--- src/rtl/fetch_pkg.sv ---
// fetch_pkg: shared widths and the {pc, instr} entry carried through the fetch queue.
package fetch_pkg;
  localparam int AW = 32;
  localparam int DW = 32;
  typedef struct packed {
    logic [AW-1:0] pc;
    logic [DW-1:0] instr;
  } fetch_entry_t;
endpackage

--- src/rtl/instr_fetch_queue_if.sv ---
// instr_fetch_queue_if: PC, instruction-memory and decode-side signals of the fetch stage.
interface instr_fetch_queue_if;
  import fetch_pkg::*;
  logic [AW-1:0] pc_addr;
  logic          pc_advance;
  logic          flush;
  logic          imem_req_valid;
  logic          imem_req_ready;
  logic [AW-1:0] imem_req_addr;
  logic          imem_rsp_valid;
  logic [DW-1:0] imem_rsp_data;
  logic          instr_valid;
  logic          instr_ready;
  logic [DW-1:0] instr_data;
  logic [AW-1:0] instr_pc;
  modport master (
    input  pc_addr, flush, imem_req_ready, imem_rsp_valid, imem_rsp_data, instr_ready,
    output pc_advance, imem_req_valid, imem_req_addr, instr_valid, instr_data, instr_pc
  );
  modport slave (
    output pc_addr, flush, imem_req_ready, imem_rsp_valid, imem_rsp_data, instr_ready,
    input  pc_advance, imem_req_valid, imem_req_addr, instr_valid, instr_data, instr_pc
  );
endinterface

--- src/rtl/sync_fifo.sv ---
// sync_fifo: power-of-two circular FIFO with clear; push is accepted when full only alongside a pop.
module sync_fifo #(
  parameter int DEPTH = 4,
  parameter int WIDTH = 8
) (
  input  logic                     i_clk,
  input  logic                     i_rst_n,
  input  logic                     i_push,
  input  logic                     i_pop,
  input  logic                     i_clear,
  input  logic [WIDTH-1:0]         i_wdata,
  output logic [WIDTH-1:0]         o_rdata,
  output logic                     o_full,
  output logic                     o_empty,
  output logic [$clog2(DEPTH):0]   o_count
);
  localparam int PW = $clog2(DEPTH);
  localparam int CW = PW + 1;
  logic [WIDTH-1:0] r_mem [DEPTH];
  logic [PW-1:0]    r_wr, r_rd;
  logic [CW-1:0]    r_count;
  logic             w_push, w_pop;
  assign o_full  = r_count == CW'(DEPTH);
  assign o_empty = r_count == '0;
  assign o_count = r_count;
  assign o_rdata = r_mem[r_rd];
  assign w_pop   = i_pop & ~o_empty;
  assign w_push  = i_push & (~o_full | w_pop);
  always_ff @(posedge i_clk or negedge i_rst_n)
    if (!i_rst_n) begin
      r_wr    <= '0;
      r_rd    <= '0;
      r_count <= '0;
    end else if (i_clear) begin
      r_wr    <= '0;
      r_rd    <= '0;
      r_count <= '0;
    end else begin
      if (w_push) r_wr <= r_wr + PW'(1);
      if (w_pop) r_rd <= r_rd + PW'(1);
      r_count <= r_count + CW'(w_push) - CW'(w_pop);
    end
  always_ff @(posedge i_clk)
    if (w_push && !i_clear) r_mem[r_wr] <= i_wdata;
endmodule

--- src/rtl/instr_fetch_queue.sv ---
// instr_fetch_queue: credit-limited in-order imem fetch with a prefetch queue toward decode.
// Flush empties the queue and arms a discard count covering every request still at the memory.
module instr_fetch_queue
  import fetch_pkg::*;
#(
  parameter int DEPTH = 4
) (
  input logic                 i_clk,
  input logic                 i_rst_n,
  instr_fetch_queue_if.master bus
);
  localparam int CW = $clog2(DEPTH) + 1;
  localparam int UW = CW + 1;
  fetch_entry_t  w_head, w_entry;
  logic [AW-1:0] w_f_addr;
  logic [CW-1:0] w_q_count, w_f_count, r_discard;
  logic [UW-1:0] w_used;
  logic w_q_empty, w_q_full, w_f_empty, w_f_full;
  logic w_req_valid, w_hs, w_drop, w_q_push, w_q_pop;
  assign w_used      = {1'b0, w_q_count} + {1'b0, w_f_count};
  assign w_req_valid = i_rst_n & ~bus.flush & (w_used < UW'(DEPTH));
  assign w_hs        = w_req_valid & bus.imem_req_ready;
  assign w_drop      = bus.flush | (r_discard != '0);
  assign w_q_push    = bus.imem_rsp_valid & ~w_drop;
  assign w_q_pop     = ~w_q_empty & bus.instr_ready & ~bus.flush;
  assign w_entry     = '{pc: w_f_addr, instr: bus.imem_rsp_data};
  assign bus.imem_req_valid = w_req_valid;
  assign bus.imem_req_addr  = bus.pc_addr;
  assign bus.pc_advance     = w_hs;
  assign bus.instr_valid    = ~w_q_empty;
  assign bus.instr_pc       = w_q_empty ? '0 : w_head.pc;
  assign bus.instr_data     = w_q_empty ? '0 : w_head.instr;
  // Every response, kept or dropped, retires the oldest outstanding address.
  sync_fifo #(.DEPTH(DEPTH), .WIDTH(AW)) u_inflight (
    .i_clk   (i_clk),
    .i_rst_n (i_rst_n),
    .i_push  (w_hs),
    .i_pop   (bus.imem_rsp_valid),
    .i_clear (1'b0),
    .i_wdata (bus.pc_addr),
    .o_rdata (w_f_addr),
    .o_full  (w_f_full),
    .o_empty (w_f_empty),
    .o_count (w_f_count)
  );
  sync_fifo #(.DEPTH(DEPTH), .WIDTH($bits(fetch_entry_t))) u_queue (
    .i_clk   (i_clk),
    .i_rst_n (i_rst_n),
    .i_push  (w_q_push),
    .i_pop   (w_q_pop),
    .i_clear (bus.flush),
    .i_wdata (w_entry),
    .o_rdata (w_head),
    .o_full  (w_q_full),
    .o_empty (w_q_empty),
    .o_count (w_q_count)
  );
  always_ff @(posedge i_clk or negedge i_rst_n)
    if (!i_rst_n) r_discard <= '0;
    else if (bus.flush) r_discard <= w_f_count - CW'(bus.imem_rsp_valid);
    else if (bus.imem_rsp_valid && r_discard != '0) r_discard <= r_discard - CW'(1);
`ifndef SYNTHESIS
  a_rsp_into_full: assert property (@(posedge i_clk) disable iff (!i_rst_n) !(w_q_push && w_q_full));
  a_rsp_no_req: assert property (@(posedge i_clk) disable iff (!i_rst_n) !(bus.imem_rsp_valid && w_f_empty));
  a_req_overrun: assert property (@(posedge i_clk) disable iff (!i_rst_n) !(w_hs && w_f_full));
`endif
endmodule

--- src/flat_wrapper.sv ---
// flat-port wrapper written by rule: the top's interface ports become plain ports
module instr_fetch_queue_flat import fetch_pkg::*;
#(
  parameter int DEPTH = 4
)
  (i_clk, i_rst_n, bus_pc_addr, bus_flush, bus_imem_req_ready, bus_imem_rsp_valid, bus_imem_rsp_data, bus_instr_ready, bus_pc_advance, bus_imem_req_valid, bus_imem_req_addr, bus_instr_valid, bus_instr_data, bus_instr_pc);
  instr_fetch_queue_if bus_i ();
  input logic i_clk;
  input logic i_rst_n;
  input wire logic [$bits(bus_i.pc_addr)-1:0] bus_pc_addr;
  input wire logic [$bits(bus_i.flush)-1:0] bus_flush;
  input wire logic [$bits(bus_i.imem_req_ready)-1:0] bus_imem_req_ready;
  input wire logic [$bits(bus_i.imem_rsp_valid)-1:0] bus_imem_rsp_valid;
  input wire logic [$bits(bus_i.imem_rsp_data)-1:0] bus_imem_rsp_data;
  input wire logic [$bits(bus_i.instr_ready)-1:0] bus_instr_ready;
  output wire logic [$bits(bus_i.pc_advance)-1:0] bus_pc_advance;
  output wire logic [$bits(bus_i.imem_req_valid)-1:0] bus_imem_req_valid;
  output wire logic [$bits(bus_i.imem_req_addr)-1:0] bus_imem_req_addr;
  output wire logic [$bits(bus_i.instr_valid)-1:0] bus_instr_valid;
  output wire logic [$bits(bus_i.instr_data)-1:0] bus_instr_data;
  output wire logic [$bits(bus_i.instr_pc)-1:0] bus_instr_pc;
  assign bus_i.pc_addr = bus_pc_addr;
  assign bus_i.flush = bus_flush;
  assign bus_i.imem_req_ready = bus_imem_req_ready;
  assign bus_i.imem_rsp_valid = bus_imem_rsp_valid;
  assign bus_i.imem_rsp_data = bus_imem_rsp_data;
  assign bus_i.instr_ready = bus_instr_ready;
  assign bus_pc_advance = bus_i.pc_advance;
  assign bus_imem_req_valid = bus_i.imem_req_valid;
  assign bus_imem_req_addr = bus_i.imem_req_addr;
  assign bus_instr_valid = bus_i.instr_valid;
  assign bus_instr_data = bus_i.instr_data;
  assign bus_instr_pc = bus_i.instr_pc;
  instr_fetch_queue #(.DEPTH(DEPTH)) u_core (.i_clk(i_clk), .i_rst_n(i_rst_n), .bus(bus_i));
endmodule
--- config.mk ---
export PLATFORM = sky130hd
export DESIGN_NAME = instr_fetch_queue_flat
export DESIGN_NICKNAME = d
export VERILOG_FILES = /design/src/rtl/fetch_pkg.sv /design/src/rtl/instr_fetch_queue_if.sv /design/src/rtl/sync_fifo.sv /design/src/rtl/instr_fetch_queue.sv /design/src/flat_wrapper.sv
export SDC_FILE = /design/constraint.sdc
export NUM_CORES = 1
export LEC_CHECK = 0
export ABC_AREA = 1
export CAP_MARGIN = 10
export CELL_PAD_IN_SITES_DETAIL_PLACEMENT = 1
export CELL_PAD_IN_SITES_GLOBAL_PLACEMENT = 1
export CORE_MARGIN = 3
export CORE_UTILIZATION = 50
export CTS_CLUSTER_DIAMETER = 50
export CTS_CLUSTER_SIZE = 25
export DETAILED_ROUTE_END_ITERATION = 10
export GPL_TIMING_DRIVEN = 1
export HOLD_SLACK_MARGIN = 0.08
export PLACE_DENSITY_LB_ADDON = 0.25
export SLEW_MARGIN = 30
export SYNTH_ARGS = -nofsm -noshare
export SYNTH_HDL_FRONTEND = slang
export SYNTH_SLANG_ARGS = --single-unit
--- constraint.sdc ---
create_clock -name i_clk -period 10.6 [get_ports i_clk]
set_input_delay 1.06 -clock i_clk [delete_from_list [all_inputs] [get_ports i_clk]]
set_output_delay 1.06 -clock i_clk [all_outputs]
set_load 0.02 [all_outputs]
==> metrics.cfg <==
[outcome]
status = finished, final reports clean

[yosys]
yosysTopAreaCell = edfxtp_1
synthDistinctLibCells = 27
ys_ff_latch = 401
avgSynthCellArea_sq_um = 12.96
synth_nets = 1329
syn-cell-area_sq_um = 16050
seq_area_frac_synth = 0.7449
async_flop_share = 0.04239
synth_top_area_frac = 0.7184
ys_top_cells_by_area = edfxtp_1 (72%), nor2_1 (8.0%), o21ai_0 (4.6%), dfrtp_1 (2.7%), a21oi_1 (2.0%)
postSynthCellCount = 1239
synth_edf_count = 384
yosysWarnings = 0
synthFlopType = edfxtp_1

[clock_tree]
cts_buffers = 37
clk_pin_slew_worst_paths_ns = 0.07
cts_sinks = 401
clock_path_buffers = 3
ctsResizeCount = 0
clockRootBuffer = clkbuf_16
h-tree-depth = 2
hold_buffers = 0
worst_skew_pair.late_latency_ns = 0.51
post_cts_buffers = 0
cts_tree = done

[sta]
fin_skew_ns = 0.01749
fin_crit_sh = 0.4540
hold_violations = 0
fin_tns_setup_ns = 0
finalMaxSlewViolations = 0
timing.fmax_mhz = 207.8
slew_headroom = 0.3887
worst_pin_slew_ns = 0.9169
setup_viol = 0
fin_crit_ns = 4.812
rsz0062_at_grt = false

[pwr]
power_density_nw_per_um2 = 250.6
p_comb_frac = 0.318
peakVddDrop_mv = 0.1365
switching_power_w = 0.001684
leakagePower_nw = 6.421
pwr-share-clk = 0.265
p_int_w = 0.003092
p_sw_frac = 0.3526
pwr-share-seq = 0.417

[setup_path]
worstPathRequired_ns = 9.54
cp-end-kind = output pin
startpoint_type = flip-flop
crit_type = reg2out
slowest_delay_ns = 0.73
crit_chain = inv_4 > buf_4 > o21ai_0 > a21oi_1 > clkdlybuf4s50_1
worst_path_max_delay_cell = buf_4
worstPathMaxFanout = 80
crit_arrival_ns = 3.75

[global_route]
antenna_found_initial = 0
first_global_vias = 10710
grt_max_degree = 87
grt_first_pass_wirelength_um = 59790
overflow = 0
grt_usage = 0.2264

[layout]
fin_nets = 1453
layout_common_cells = edfxtp_1 (384), nor2_1 (332), clkdlybuf4s50_1 (168)
area_growth_pct = 18.70
drive_gt1_frac = 0.06700
antenna_cells = 0
utilization = 0.6117
final_common_cell = edfxtp_1

[routing]
routedWlPerCell_um = 21.87
drt_iter0_markers = 633
vias_per_cell = 5.633
drc_errors = 0
vias = 10050
routed_wl_um = 39020
ant_nets = 0
drt_pass1_iterations = 5

[die]
die_area_sq_um = 34290
num_io_pins = 169
initial_utilization = 0.5153
die_h_um = 185.2
die_x_um = 185.2
num_rows = 64
core_sq_um = 31150

[worst_hold_path]
holdCritPathClass = reg2reg

[placed_design]
hpwl_um = 22950
gp_congestion = 0.7490
port_buffers = 168

[flow_run]
cap_violations = 0

==> critical path: cells and delay by family (launching register included) <==
kind | cells | cell delay (ns)
flops | 1 | 0.72
compound gates | 2 | 0.60
buf+inv | 3 | 1.84
==> Yosys cell counts, types with 4 or more instances <==
library cell	n
buf_2	22
buf_1	6
ha_1	18
buf_4	36
inv_1	29
dfrtp_1	17
edfxtp_1	384
inv_2	5
nor2_1	340
xor2_1	5
a21oi_1	64
nand2_1	24
o21ai_0	146
nand3_1	10
o22ai_1	32
clkbuf_2	12
nand4_1	4
clkbuf_1	13
o21ai_1	51
buf_6	11
==> sequential cells by signal (all words and copies together), names as in the netlist <==
name,flops
u_core.u_queue.r_wr,2
u_core.u_inflight.r_mem,128
u_core.u_queue.r_rd,2
u_core.u_queue.o_count,3
u_core.u_inflight.r_wr,2
u_core.u_queue.r_mem,256
u_core.u_inflight.r_rd,2
u_core.r_discard,3
u_core.u_inflight.o_count,3
==> path summary, 6_finish.rpt <==
| kind | start | to | slack [ns] | cells past startpoint |
|---|---|---|---|---|
| max in group asynchronous | i_rst_n | u_core.u_queue.r_rd[0]$_DFFE_PN0P_ | 8.95 | 1 |
| min in group asynchronous | i_rst_n | u_core.u_inflight.r_wr[0]$_DFFE_PN0P_ | 1.03 | 1 |
| min reg2reg | u_core.u_inflight.r_wr[0]$_DFFE_PN0P_ | u_core.u_inflight.r_wr[0]$_DFFE_PN0P_ | 0.58 | 2 |
| min | u_core.u_inflight.r_wr[0]$_DFFE_PN0P_ | u_core.u_inflight.r_wr[0]$_DFFE_PN0P_ | 0.58 | 2 |
| max | u_core.u_queue.r_rd[0]$_DFFE_PN0P_ | bus_instr_data[1] | 5.79 | 5 |
| max reg2reg | u_core.r_discard[1]$_DFFE_PN0P_ | u_core.u_queue.r_mem[1][3]$_DFFE_PP_ | 7.43 | 7 |
==> per-stage QoR <==
stage | hold slack, ns | power (W) | instances | cell area (sq um) | setup slack, ns
final | 0.5803 | 0.004775 | 1784 | 19050 | 5.788
after detailed placement | 0.5505 | 0.003523 | 1718 | 17850 | 6.233
after floorplan | 0.4873 | 0.002922 | 1239 | 16050 | 5.846
after global routing | 0.6124 | 0.005020 | 1784 | 19050 | 5.600
after CTS | 0.5754 | 0.004805 | 1782 | 18990 | 5.778
after global placement | 0.5273 | 0.003443 | 1713 | 17730 | 6.281
==> power by group through the flow <==
stage	Clock [W]	Sequential, W	Combinational [W]
2_1_floorplan	0	0.00199	0.000932
5_1_grt	0.00136	0.00200	0.00166
3_3_place_gp	0	0.00202	0.00143
6_report	0.00127	0.00199	0.00152
3_5_place_dp	0	0.00202	0.00150
4_1_cts	0.00129	0.00199	0.00152
==> cell families after synthesis <==
logic type	count (synthesis)	share of synthesized area
buf+inv	135	0.04848
fa+ha+maj	20	0.01653
simple gates	382	0.09190
xor+xnor	8	0.004365
flops	401	0.7449
compound gates	293	0.09385
==> layer usage <==
metal,up-vias,wire length (um),GRT usage
li1,4633,-,-
met1,5093,16660,0.3021
met2,276,19930,0.4018
met3,47,1861,0.03064
met4,0,563,0.04652
met5,-,0,0
==> area by class of cell <==
cell class	count	area, sq um
clock buffers	43	948.4
clock inverters	21	190.2
fillers	2988	12100
inverters	34	131.4
multi-input cells	703	3377
flip-flops and latches	401	11960
well taps	396	495.5
repair buffers	186	1948
Note: power is estimated with default switching activity, not from simulation.
